File: config.mk
export PLATFORM = sky130hd
export DESIGN_NAME = tpu_dma_host
export DESIGN_NICKNAME = d
export VERILOG_FILES = /design/src/rtl/tpu_dma_pkg.sv /design/src/rtl/dma_watchdog.sv /design/src/rtl/tpu_dma_host.sv
export SDC_FILE = /design/constraint.sdc
export NUM_CORES = 1
export LEC_CHECK = 0
export CAP_MARGIN = 10
export CELL_PAD_IN_SITES_DETAIL_PLACEMENT = 0
export CELL_PAD_IN_SITES_GLOBAL_PLACEMENT = 1
export CORE_AREA = 2 2 424 426
export CTS_BUF_LIST = sky130_fd_sc_hd__clkbuf_8
export DETAILED_ROUTE_END_ITERATION = 16
export DIE_AREA = 0 0 426 428
export PLACE_DENSITY = 0.47
export SKIP_CTS_REPAIR_TIMING = 1
export SYNTH_ARGS = -nofsm -noshare
export SYNTH_HDL_FRONTEND = slang
export SYNTH_SLANG_ARGS = --single-unit
File: constraint.sdc
create_clock -name clk -period 2.71 [get_ports clk]
set_input_delay 0.4065 -clock clk [delete_from_list [all_inputs] [get_ports clk]]
set_output_delay 0.4065 -clock clk [all_outputs]
set_load 0.02 [all_outputs]
File: src/rtl/tpu_dma_pkg.sv
// Shared types and constants for the host-side DMA initiator and its watchdog.
// Widths here match the tpu_top DMA port.
package tpu_dma_pkg;

    localparam int DMA_DATA_W     = 256;
    localparam int UB_ADDR_W      = 8;
    localparam int DMA_BEAT_BYTES = DMA_DATA_W / 8;

    typedef enum logic [2:0] {
        ST_IDLE,
        ST_WAIT_WDATA,
        ST_ISSUE,
        ST_WAIT_DONE,
        ST_RD_HOLD,
        ST_FINISH
    } dma_host_state_t;

    typedef enum logic [1:0] {
        ELEM_8B   = 2'b00,
        ELEM_16B  = 2'b01,
        ELEM_32B  = 2'b10,
        ELEM_RSVD = 2'b11
    } elem_sz_t;

endpackage

File: src/rtl/dma_watchdog.sv
// Loadable countdown: clr_i reloads, en_i decrements, expire_o flags an enabled
// cycle with the count already at zero.
module dma_watchdog #(
    parameter int W = 10
) (
    input  logic         clk,
    input  logic         rst,
    input  logic         clr_i,
    input  logic         en_i,
    input  logic [W-1:0] load_i,
    output logic         expire_o
);

    logic [W-1:0] cnt_q, cnt_d;

    always_comb begin
        cnt_d = cnt_q;
        if (clr_i) begin
            cnt_d = load_i;
        end else if (en_i && (cnt_q != '0)) begin
            cnt_d = cnt_q - W'(1);
        end
    end

    always_ff @(posedge clk) begin
        if (rst) begin
            cnt_q <= '0;
        end else begin
            cnt_q <= cnt_d;
        end
    end

    assign expire_o = en_i && (cnt_q == '0);

endmodule

File: src/rtl/tpu_dma_host.sv
// Host-side DMA initiator: splits a command into single-beat tpu_top DMA
// transactions, streaming write beats in and read beats out.
module tpu_dma_host
    import tpu_dma_pkg::*;
#(
    parameter int DATA_W  = DMA_DATA_W,
    parameter int ADDR_W  = UB_ADDR_W,
    parameter int LEN_W   = 16,
    parameter int CNT_W   = 8,
    parameter int TIMEOUT = 1024
) (
    input  logic              clk,
    input  logic              rst,
    input  logic              cmd_valid,
    output logic              cmd_ready,
    input  logic              cmd_dir,
    input  logic [ADDR_W-1:0] cmd_ub_addr,
    input  logic [CNT_W-1:0]  cmd_count,
    input  logic [1:0]        cmd_elem_sz,
    input  logic              wr_valid,
    output logic              wr_ready,
    input  logic [DATA_W-1:0] wr_data,
    output logic              rd_valid,
    input  logic              rd_ready,
    output logic [DATA_W-1:0] rd_data,
    output logic              xfer_done,
    output logic              xfer_err,
    output logic              dma_start,
    output logic              dma_dir,
    output logic [ADDR_W-1:0] dma_ub_addr,
    output logic [LEN_W-1:0]  dma_length,
    output logic [1:0]        dma_elem_sz,
    output logic [DATA_W-1:0] dma_wdata,
    input  logic              dma_busy,
    input  logic              dma_done,
    input  logic [DATA_W-1:0] dma_rdata
);

    localparam int WD_W = $clog2(TIMEOUT);

    dma_host_state_t   state_q, state_d;
    logic              dir_q, dir_d;
    logic [ADDR_W-1:0] addr_q, addr_d;
    logic [CNT_W-1:0]  rem_q, rem_d;
    logic [1:0]        elem_q, elem_d;
    logic [DATA_W-1:0] wdata_q, wdata_d;
    logic [DATA_W-1:0] rdata_q, rdata_d;
    logic              err_q, err_d;
    logic              wd_clr, wd_en, wd_expire, abort;

    // Reloaded at every start so that it counts down only the current beat's wait.
    dma_watchdog #(.W(WD_W)) u_wd (
        .clk      (clk),
        .rst      (rst),
        .clr_i    (wd_clr),
        .en_i     (wd_en),
        .load_i   (WD_W'(TIMEOUT - 1)),
        .expire_o (wd_expire)
    );

    assign wd_en = (state_q == ST_WAIT_DONE);

    always_comb begin
        state_d = state_q;
        dir_d   = dir_q;
        addr_d  = addr_q;
        rem_d   = rem_q;
        elem_d  = elem_q;
        wdata_d = wdata_q;
        rdata_d = rdata_q;
        err_d   = err_q;
        wd_clr  = 1'b0;
        abort   = 1'b0;
        unique case (state_q)
            ST_IDLE: begin
                if (cmd_valid) begin
                    dir_d  = cmd_dir;
                    addr_d = cmd_ub_addr;
                    rem_d  = cmd_count;
                    elem_d = cmd_elem_sz;
                    err_d  = 1'b0;
                    if (cmd_count == '0)  state_d = ST_FINISH;
                    else if (cmd_dir)     state_d = ST_ISSUE;
                    else                  state_d = ST_WAIT_WDATA;
                end
            end
            ST_WAIT_WDATA: begin
                if (wr_valid) begin
                    wdata_d = wr_data;
                    state_d = ST_ISSUE;
                end
            end
            ST_ISSUE: begin
                if (!dma_busy) begin
                    wd_clr  = 1'b1;
                    state_d = ST_WAIT_DONE;
                end
            end
            ST_WAIT_DONE: begin
                // A completion in the expiry cycle still counts as success.
                if (dma_done) begin
                    if (dir_q) begin
                        rdata_d = dma_rdata;
                        state_d = ST_RD_HOLD;
                    end else begin
                        addr_d  = addr_q + ADDR_W'(1);
                        rem_d   = rem_q - CNT_W'(1);
                        state_d = (rem_q == CNT_W'(1)) ? ST_FINISH : ST_WAIT_WDATA;
                    end
                end else if (wd_expire) begin
                    abort   = 1'b1;
                    err_d   = 1'b1;
                    state_d = ST_IDLE;
                end
            end
            ST_RD_HOLD: begin
                if (rd_ready) begin
                    addr_d  = addr_q + ADDR_W'(1);
                    rem_d   = rem_q - CNT_W'(1);
                    state_d = (rem_q == CNT_W'(1)) ? ST_FINISH : ST_ISSUE;
                end
            end
            ST_FINISH: state_d = ST_IDLE;
            default:   state_d = ST_IDLE;
        endcase
    end

    always_ff @(posedge clk) begin
        if (rst) begin
            state_q <= ST_IDLE;
            dir_q   <= 1'b0;
            addr_q  <= '0;
            rem_q   <= '0;
            elem_q  <= '0;
            wdata_q <= '0;
            rdata_q <= '0;
            err_q   <= 1'b0;
        end else begin
            state_q <= state_d;
            dir_q   <= dir_d;
            addr_q  <= addr_d;
            rem_q   <= rem_d;
            elem_q  <= elem_d;
            wdata_q <= wdata_d;
            rdata_q <= rdata_d;
            err_q   <= err_d;
        end
    end

    assign cmd_ready   = (state_q == ST_IDLE);
    assign wr_ready    = (state_q == ST_WAIT_WDATA);
    assign rd_valid    = (state_q == ST_RD_HOLD);
    assign rd_data     = rdata_q;
    assign xfer_done   = (state_q == ST_FINISH) || abort;
    assign xfer_err    = err_q || abort;
    assign dma_start   = (state_q == ST_ISSUE) && !dma_busy;
    assign dma_dir     = dir_q;
    assign dma_ub_addr = addr_q;
    assign dma_length  = LEN_W'(DATA_W / 8);
    assign dma_elem_sz = elem_q;
    assign dma_wdata   = wdata_q;

endmodule

* Word level (Yosys, flattened, before mapping)
Index checks and enable logic that the tools add are counted.
Storage, ports and cells: bits in registers 545, logic and storage cells 79, input bits 538, output and inout bits 545
Cells by class: equality and inequality tests 15, add/sub/neg operators 3, mux-type cells 33, reductions and logical operators 19
Operators by type and width (number):
- 2-to-1 mux 8 bit | 8
- case mux 8 bit (3 select lines) | 2
- 2-to-1 mux 3 bit | 10
- 2-to-1 mux 10 bit | 2
- case mux 3 bit (5 select lines) | 1
- != test 2 bit (second input constant) | 7
- logical NOT 10 bit | 1
- AND reduction 5 bit | 2
- nonzero test 10 bit | 1
- subtractor 10 x 1 -> 10 bit (second input constant) | 1
- adder 8 x 1 -> 8 bit (second input constant) | 1
- equality test 8 x 1 -> 1 bit (second input constant) | 1
- logical NOT 8 bit | 1
- 2-to-1 mux 1 bit | 8
- subtractor 8 x 1 -> 8 bit (second input constant) | 1
- equality test 3 x 2 -> 1 bit (second input constant) | 2
- equality test 3 bit (second input constant) | 2
- AND reduction 2 bit | 2
- AND reduction 4 bit | 1
- nonzero test 2 bit | 2
- equality test 3 x 1 -> 1 bit (second input constant) | 1
- logical AND 1 bit | 3
- logical NOT 3 bit | 1
- != test 3 bit (second input constant) | 1
- 7 further kinds | 8

* Logic depth before layout (Yosys ltp)
Gate-level depths: netlist of the first run.
word-level depth 6, mapped depth 9, gate-level depth less buffers 6

* Cells and area by module
Synthesis of the first run repeated with hierarchy kept, for this count alone.
Unflattened totals: cell total of the unflattened synthesis 2507, area, all modules 19742.7 µm²
By module, submodules not included:
- tpu_dma_host | cells an instance 2435, sequential area each 10710.3 µm², instances 1, area an instance 19125.8 µm²
- dma_watchdog | cells an instance 72, sequential area each 200.2 µm², instances 1, area an instance 616.8 µm²

* Least setup slack after synthesis of the first run
No wires, ideal clock.
path type flip-flop to output port, start point register u_wd.cnt_q[0], end point output port xfer_done, path buffers 0, arrival time 1760 ps, stages on the path, launching flop included 7, setup slack 543 ps, required time 2304 ps, path through dfxtp_1 inv_1 ha_1 nor3b_1 nor2b_1 nand4_1 a21boi_0
On the way: word-level cells in the longest chain between the ends 6
Ends and longest elaborated chain:
- start, declared | RTL line dma_watchdog.sv:14 | logic [W-1:0] cnt_q, cnt_d;
- start signal, assigned | RTL line dma_watchdog.sv:29 | cnt_q <= cnt_d;
- logical NOT 10 bit | RTL line dma_watchdog.sv:33 | assign expire_o = en_i && (cnt_q == '0);
- logical AND 1 bit | RTL line dma_watchdog.sv:33
- 2-to-1 mux 1 bit | RTL line tpu_dma_host.sv:110 | end else if (wd_expire) begin
- 2-to-1 mux 1 bit | RTL line tpu_dma_host.sv:101 | if (dma_done) begin
- 2-to-1 mux 1 bit | RTL line tpu_dma_host.sv:74 | unique case (state_q)
- logical OR 1 bit | RTL line tpu_dma_host.sv:154 | assign xfer_done = (state_q == ST_FINISH) || abort;
- end, declared | RTL line tpu_dma_host.sv:26 | output logic xfer_done,
Every way passes these cells.

* Worst setup path in the final report of the first run
start point register u_wd.cnt_q[1], end point output port xfer_done
The elaborated chain is that of the path after synthesis.

==> metrics.txt, run 1 <==
first-iteration detailed-routing DRC count=1070; Clock Pin Slew Worst Setup and Hold Paths=0.06 ns; area occupied by multi-input gates=7950 µm²; final max-slew violation count=0; highest cell delay on the worst timing path=0.34 ns; leakage dissipation=0.0120 µW; worst hold slack across all endpoints=0.101 ns; CP arrival=2.23 ns; Setup Viol. Count Final=0; outcome=finished, final reports clean; hold path startpoint=wr_data[64]; worst hold path cell count=3; count of flip-flops with a built-in enable after synthesis=0; Power Density=603 nW/µm²; remaining design rule violation count=0; Max H-tree Level=3; total die area=182000 µm²; initial core utilization=11.1%; area taken by flip-flops and latches=10900 µm²; capturing element type of the critical path=output port; # Max-Cap Violations=0; # clock sinks=545; HPWL Detailed=92300 µm; Switch Pwr=6420 µW; category of the most critical setup path=register to output port; share of total power in sequential cells=39.9%; first-pass iteration count of the detailed router=6; number of synthesis warnings=0; total CTS buffers=113; start of the worst register-to-register path=state_q[2]; Longest Clk Path Bufs=3; antenna violations before repair=31; global-route usage over all layers=12.6%; final count of hold timing violations=0; CTS tree=built; total number of nets in the final design=4121; Die X-Extent=426 µm; type of the worst min-delay path=primary input to register; source-to-sink clock delay at the later pin of the worst-skew pair=0.85 ns; maximum number of pins on one net before global-route repair=87; R2R cell count=7; switching portion of total power=29.7%; post-synthesis sequential element count=545; Int Pwr=15200 µW; Slew @ Worst Pin=0.804 ns; worst hold endpoint=dma_wdata[64]; summed instance area of the synthesized netlist=19700 µm²; Buffers on Ports=1066; Die Span Y=428 µm; combinational cell fraction of total power=17.3%; Peak VDD IR=0.456 mV; CTS root buffer=clkbuf_8; final antenna-violating net count=0; area of the core=178000 µm²; cell with the largest stage delay on the worst path=dfxtp_2; average vias per placed instance=3.53; clk_skew=0.0463 ns; Final GP Congestion=0.844; Register-to-Register Setup Slack=0.50 ns; Filler cells=20000; crit path setup slack, layout=0.0696 ns; leading register cell type out of synthesis=dfxtp_1; routed wirelength normalized by instance count=19.8 µm; RSZ-0062 raised after global routing=yes; CP Launch Point=u_wd.cnt_q[1]; Period minus WS final=2.64 ns; relative area change from synthesis to final layout=82.0%; crit path buf inv count=2; FP Rows=155; vias in the first global route=20700; proportion of layout cells with a drive suffix above 1=7.56%; critical path data required time=2.30 ns; Async SR Flop Fraction=0%; critical-path maximum fanout=4; GRT Residual Overflow=0; Mean Syn Cell Area=7.86 µm²; proportion of synthesized chip area in sequential cells=55.4%; relative slew slack=45.9%; num ports=1083; Total Wirelength=120000 µm; number of vias after detailed routing=21300; critical path startpoint category=register; count of cell types in the netlist=59; cell-by-cell trace of the critical path=inv_2 > ha_2 > nor3b_4 > nor2b_4 > nand4_1 > a21boi_2 > buf_6; portion of total power attributed to the clock network=42.8%; ratio of final minimum period to clock period=97.4%; delay-heaviest family, CP=simple AND/OR/NAND/NOR gates; Fmax achieved=379 MHz; Setup WS pre-CTS=0.123 ns; reg-to-reg endpoint=dma_ub_addr[0]; wire length of the first global-routing pass=165000 µm; Post-Syn Instances=2507
==> state kept, by name (all words and copies together), names as in the netlist <==
name         flops
err_q            1
rd_data        256
dma_dir          1
rem_q            8
dma_elem_sz      2
state_q          3
dma_wdata      256
u_wd.cnt_q      10
dma_ub_addr      8
==> cells by family after synthesis <==
group | after synthesis | share of synthesized area [%]
buf+inv | 221 | 4.97
mux | 7 | 0.356
flops | 545 | 55.4
simple gates | 1121 | 22.4
xor+xnor | 2 | 0.0889
other cells | 2 | 0.0381
fa+ha+maj | 5 | 0.317
compound gates | 604 | 16.4
==> area by class of cell <==
class	count	area share (%)
timing repair buffer	1149	32.4
sequential	545	30.4
multi-input combinational	1755	22.2
tap	2355	8.22
clock buffer	141	5.41
clock inverter	62	1.15
inverter	14	0.154
antenna	9	0.0628
==> layer usage <==
layer  GRT usage, %  wire length, µm  up-vias
li1               -                -    10400
met1           15.2            50200    10000
met2           21.2            57700      692
met3           4.24             9240      172
met4           3.33             2320       36
met5              0              215        -
==> worst max path at each step <==
stage               slack (ns)        end  depth (start not counted)
CTS                      -0.91  xfer_done                          7
detailed placement        0.12  xfer_done                          7
global placement          0.13  xfer_done                          7
finish                    0.07  xfer_done                          7
global route             -0.14  xfer_done                          7
floorplan                 0.54  xfer_done                          6
==> stage by stage <==
step | instance area [µm²] | total power [µW] | util [%] | TNS, ns | cells
2_1_floorplan | 19800 | 10300 | - | 0 | 2521
3_3_place_gp | 33400 | 12600 | 18.8 | 0 | 5813
3_5_place_dp | 33400 | 12600 | 18.8 | 0 | 5813
4_1_cts | 35700 | 22200 | 20.1 | -3.27 | 6016
5_1_grt | 35800 | 22700 | 20.2 | -0.142 | 6028
6_report | 35900 | 21600 | 20.2 | 0 | 6030
==> cells in the mapped netlist, types with 7 or more instances <==
library cell	count	area, µm²
buf_4	18	135
dfxtp_1	545	10900
nand2_1	1033	3880
o32ai_1	12	105
a22oi_1	8	60.1
nor2_1	13	48.8
nand2b_1	13	81.3
buf_1	19	71.3
nand3_1	9	45.0
buf_2	58	290
inv_1	12	45.0
clkbuf_1	111	417
a21oi_1	531	2660
mux2i_1	7	70.1
nor3_1	8	40.0
==> tightest hold or removal path: stages <==
cell and delay, ns:
clkdlybuf4s50_1 0.39, nand2_1 0.05, a21oi_1 0.05
==> power by group through the flow <==
stage | sequential [µW] | combinational [µW] | clock [µW]
3_3_place_gp | 8790 | 3800 | 0
2_1_floorplan | 9100 | 1190 | 0
3_5_place_dp | 8800 | 3780 | 0
5_1_grt | 8670 | 4030 | 10000
4_1_cts | 8630 | 3800 | 9750
6_report | 8630 | 3740 | 9240
==> cells in the final DEF (no fill, tap or decap), types with 3 or more instances in the layout <==
master,Yosys,routed
a21oi_1,531,530
nand4_1,4,4
a211oi_1,6,6
nor2b_1,4,3
diode_2,0,9
inv_1,12,51
and2_1,5,5
inv_6,0,3
nand2b_1,13,13
ha_1,5,4
a22oi_1,8,8
nand2_1,1033,1033
conb_1,2,16
clkdlybuf4s50_1,0,1059
a311oi_1,5,5
or4_1,6,6
and3_1,5,3
a21o_1,3,3
dfxtp_1,545,543
buf_4,18,55
o31a_1,4,4
clkbuf_8,0,141
nand3_1,9,7
bufinv_16,0,4
or3_1,4,4
o32ai_1,12,12
mux2i_1,7,7
o21ai_0,3,3
buf_6,1,3
o22ai_1,3,3
a31oi_1,6,6
buf_12,0,25
o31ai_1,4,4
nor2_1,13,12
clkinv_2,0,9
inv_2,1,3
a221oi_1,4,4
nor3_1,8,7
No activity file was read; power rests on OpenSTA's default activity.
==> run 2, diff against run 1 <==
- GPL_TIMING_DRIVEN: not set -> 0
- PLACE_DENSITY: 0.47 -> 0.51
==> metrics.txt, run 2 (same netlist as run 1, synthesis figures left out) <==
category of the most critical setup path=register to output port; leakage dissipation=0.0121 µW (+0.97%); capturing element type of the critical path=output port; outcome=finished, final reports clean; cell with the largest stage delay on the worst path=dfxtp_4; HPWL Detailed=115000 µm (+24%); cell-by-cell trace of the critical path=inv_4 > ha_4 > nor3b_4 > nor2b_4 > nand4_1 > a21boi_1 > buf_4; Die Span Y=428 µm (unchanged); final antenna-violating net count=0 (unchanged); Filler cells=20100 (+0.39%); Final GP Congestion=0.884 (+4.7%); Setup WS pre-CTS=-0.462 ns (-0.585 ns); ratio of final minimum period to clock period=96.3% (-1.1 points); Max H-tree Level=3 (unchanged); initial core utilization=11.1% (unchanged); vias in the first global route=21800 (+5.2%); crit path setup slack, layout=0.0998 ns (+0.0302 ns); worst hold path cell count=3 (unchanged); final max-slew violation count=0 (unchanged); Post-Layout Cell Count=6172 (+2.4%); routed wirelength normalized by instance count=22.7 µm (+14%); total power consumption of the routed design=21600 µW (-0.12%); average vias per placed instance=3.60 (+2.1%); CP arrival=2.20 ns (-0.03 ns); most common cell after layout, fill and taps aside=clkdlybuf4s50_1; final std cell area, no fill=36000 µm² (+0.31%); number of vias after detailed routing=22200 (+4.5%); total die area=182000 µm² (unchanged); post-placement cell count=5944 (+2.3%); post-place instance area=33400 µm² (about the same); FP Rows=155 (unchanged); Die X-Extent=426 µm (unchanged); # Max-Cap Violations=0 (unchanged); RSZ-0062 raised after global routing=yes; maximum number of pins on one net before global-route repair=19 (-78%); GRT Residual Overflow=0 (unchanged); clk_skew=0.0362 ns (-0.0100 ns); Power Density=601 nW/µm² (-0.43%); total number of nets in the final design=4262 (+3.4%); Fmax achieved=383 MHz (+1.2%); relative area change from synthesis to final layout=82.5%; first-iteration detailed-routing DRC count=1253 (+17%); type of the worst min-delay path=primary input to register; num ports=1083 (unchanged); Setup Viol. Count Final=0 (unchanged); critical path data required time=2.30 ns (about the same); proportion of layout cells with a drive suffix above 1=7.29% (-0.27 points); Slew @ Worst Pin=1.02 ns (+0.219 ns); R2R cell count=7 (unchanged); relative slew slack=31.8% (-14 points); critical-path maximum fanout=4 (unchanged); CTS root buffer=clkbuf_8; Buffers on Ports=1065 (-0.094%); global-route usage over all layers=14.8% (+2.2 points); Clock Pin Slew Worst Setup and Hold Paths=0.06 ns (about the same); remaining design rule violation count=0 (unchanged); Period minus WS final=2.61 ns (-0.0302 ns); antenna violations before repair=54 (+74%); final count of hold timing violations=0 (unchanged); total CTS buffers=113 (unchanged); Peak VDD IR=0.345 mV (-24%); most used cells in the layout excluding fill and tap cells=1059 x clkdlybuf4s50_1, 1033 x nand2_1, 541 x dfxtp_1; source-to-sink clock delay at the later pin of the worst-skew pair=0.89 ns (+0.04 ns); # clock sinks=545 (unchanged); area of the core=178000 µm² (unchanged); CTS tree=built; wire length of the first global-routing pass=186000 µm (+12%); Longest Clk Path Bufs=3 (unchanged); critical path startpoint category=register; highest cell delay on the worst timing path=0.36 ns (+0.02 ns); first-pass iteration count of the detailed router=5 (-1); Total Wirelength=140000 µm (+17%)
==> run 2: metal layers <==
| layer | global-route usage (%) | part of all wire (%) | wire length, µm |
|---|---|---|---|
| met5 | 0 | 0.17 | 245 |
| met4 | 7.25 | 4.1 | 5680 |
| met3 | 5.10 | 8.3 | 11600 |
| met2 | 24.4 | 48 | 66700 |
| met1 | 17.0 | 40 | 55800 |
==> run 2: final cells by class <==
| class | count | area, µm² | area share, % |
|---|---|---|---|
| flip-flops and latches | 545 | 10900 | 30.4 |
| repair buffers | 1085 | 10900 | 30.2 |
| multi-input cells | 1755 | 7950 | 22.1 |
| well taps | 2355 | 2950 | 8.19 |
| clock buffers | 131 | 1800 | 5.01 |
| plain buffers | 205 | 932 | 2.59 |
| clock inverters | 67 | 453 | 1.26 |
| inverters | 14 | 60.1 | 0.167 |
| diodes | 15 | 37.5 | 0.104 |
==> run 2: where the power goes <==
| part | internal (µW) | leakage [µW] | switching (µW) |
|---|---|---|---|
| clock network | 4780 | 0.00133 | 4260 |
| logic | 1760 | 0.00635 | 2160 |
| registers | 8380 | 0.00441 | 257 |
==> run 2: worst max-delay path: cells and delay by family, from the launching register on <==
kind / cells / cell delay, ns
buf+inv: 2 / 0.24
flops: 1 / 0.36
simple gates: 3 / 0.47
compound gates: 1 / 0.16
fa+ha+maj: 1 / 0.13
==> run 2: final timing paths <==
check                                 endpoint      startpoint  slack, ns
worst min-delay path             dma_wdata[35]     wr_data[35]       0.07
worst max register to register  dma_wdata[133]      state_q[1]       0.22
worst max-delay path                 xfer_done   u_wd.cnt_q[0]        0.1
worst min register to register  dma_wdata[161]  dma_wdata[161]       0.45
==> run 2: through the flow <==
step / TNS [ns] / utilization (%) / hold slack, ns
final: 0 / 20.2 / 0.0679
after global routing: -0.0830 / 20.2 / 0.000662
after CTS: -9.86 / 20.1 / -0.0934
after detailed placement: -57.69 / 18.8 / 0.446
after global placement: -423.98 / 18.8 / 0.442
after floorplan: 0 / - / 0.454
==> run 3, diff against run 2 <==
- ABC_CLOCK_PERIOD_IN_PS: not set -> 2710
==> results of run 3 <==
The final DEF is identical to that of run 2; final timing and power are the same.
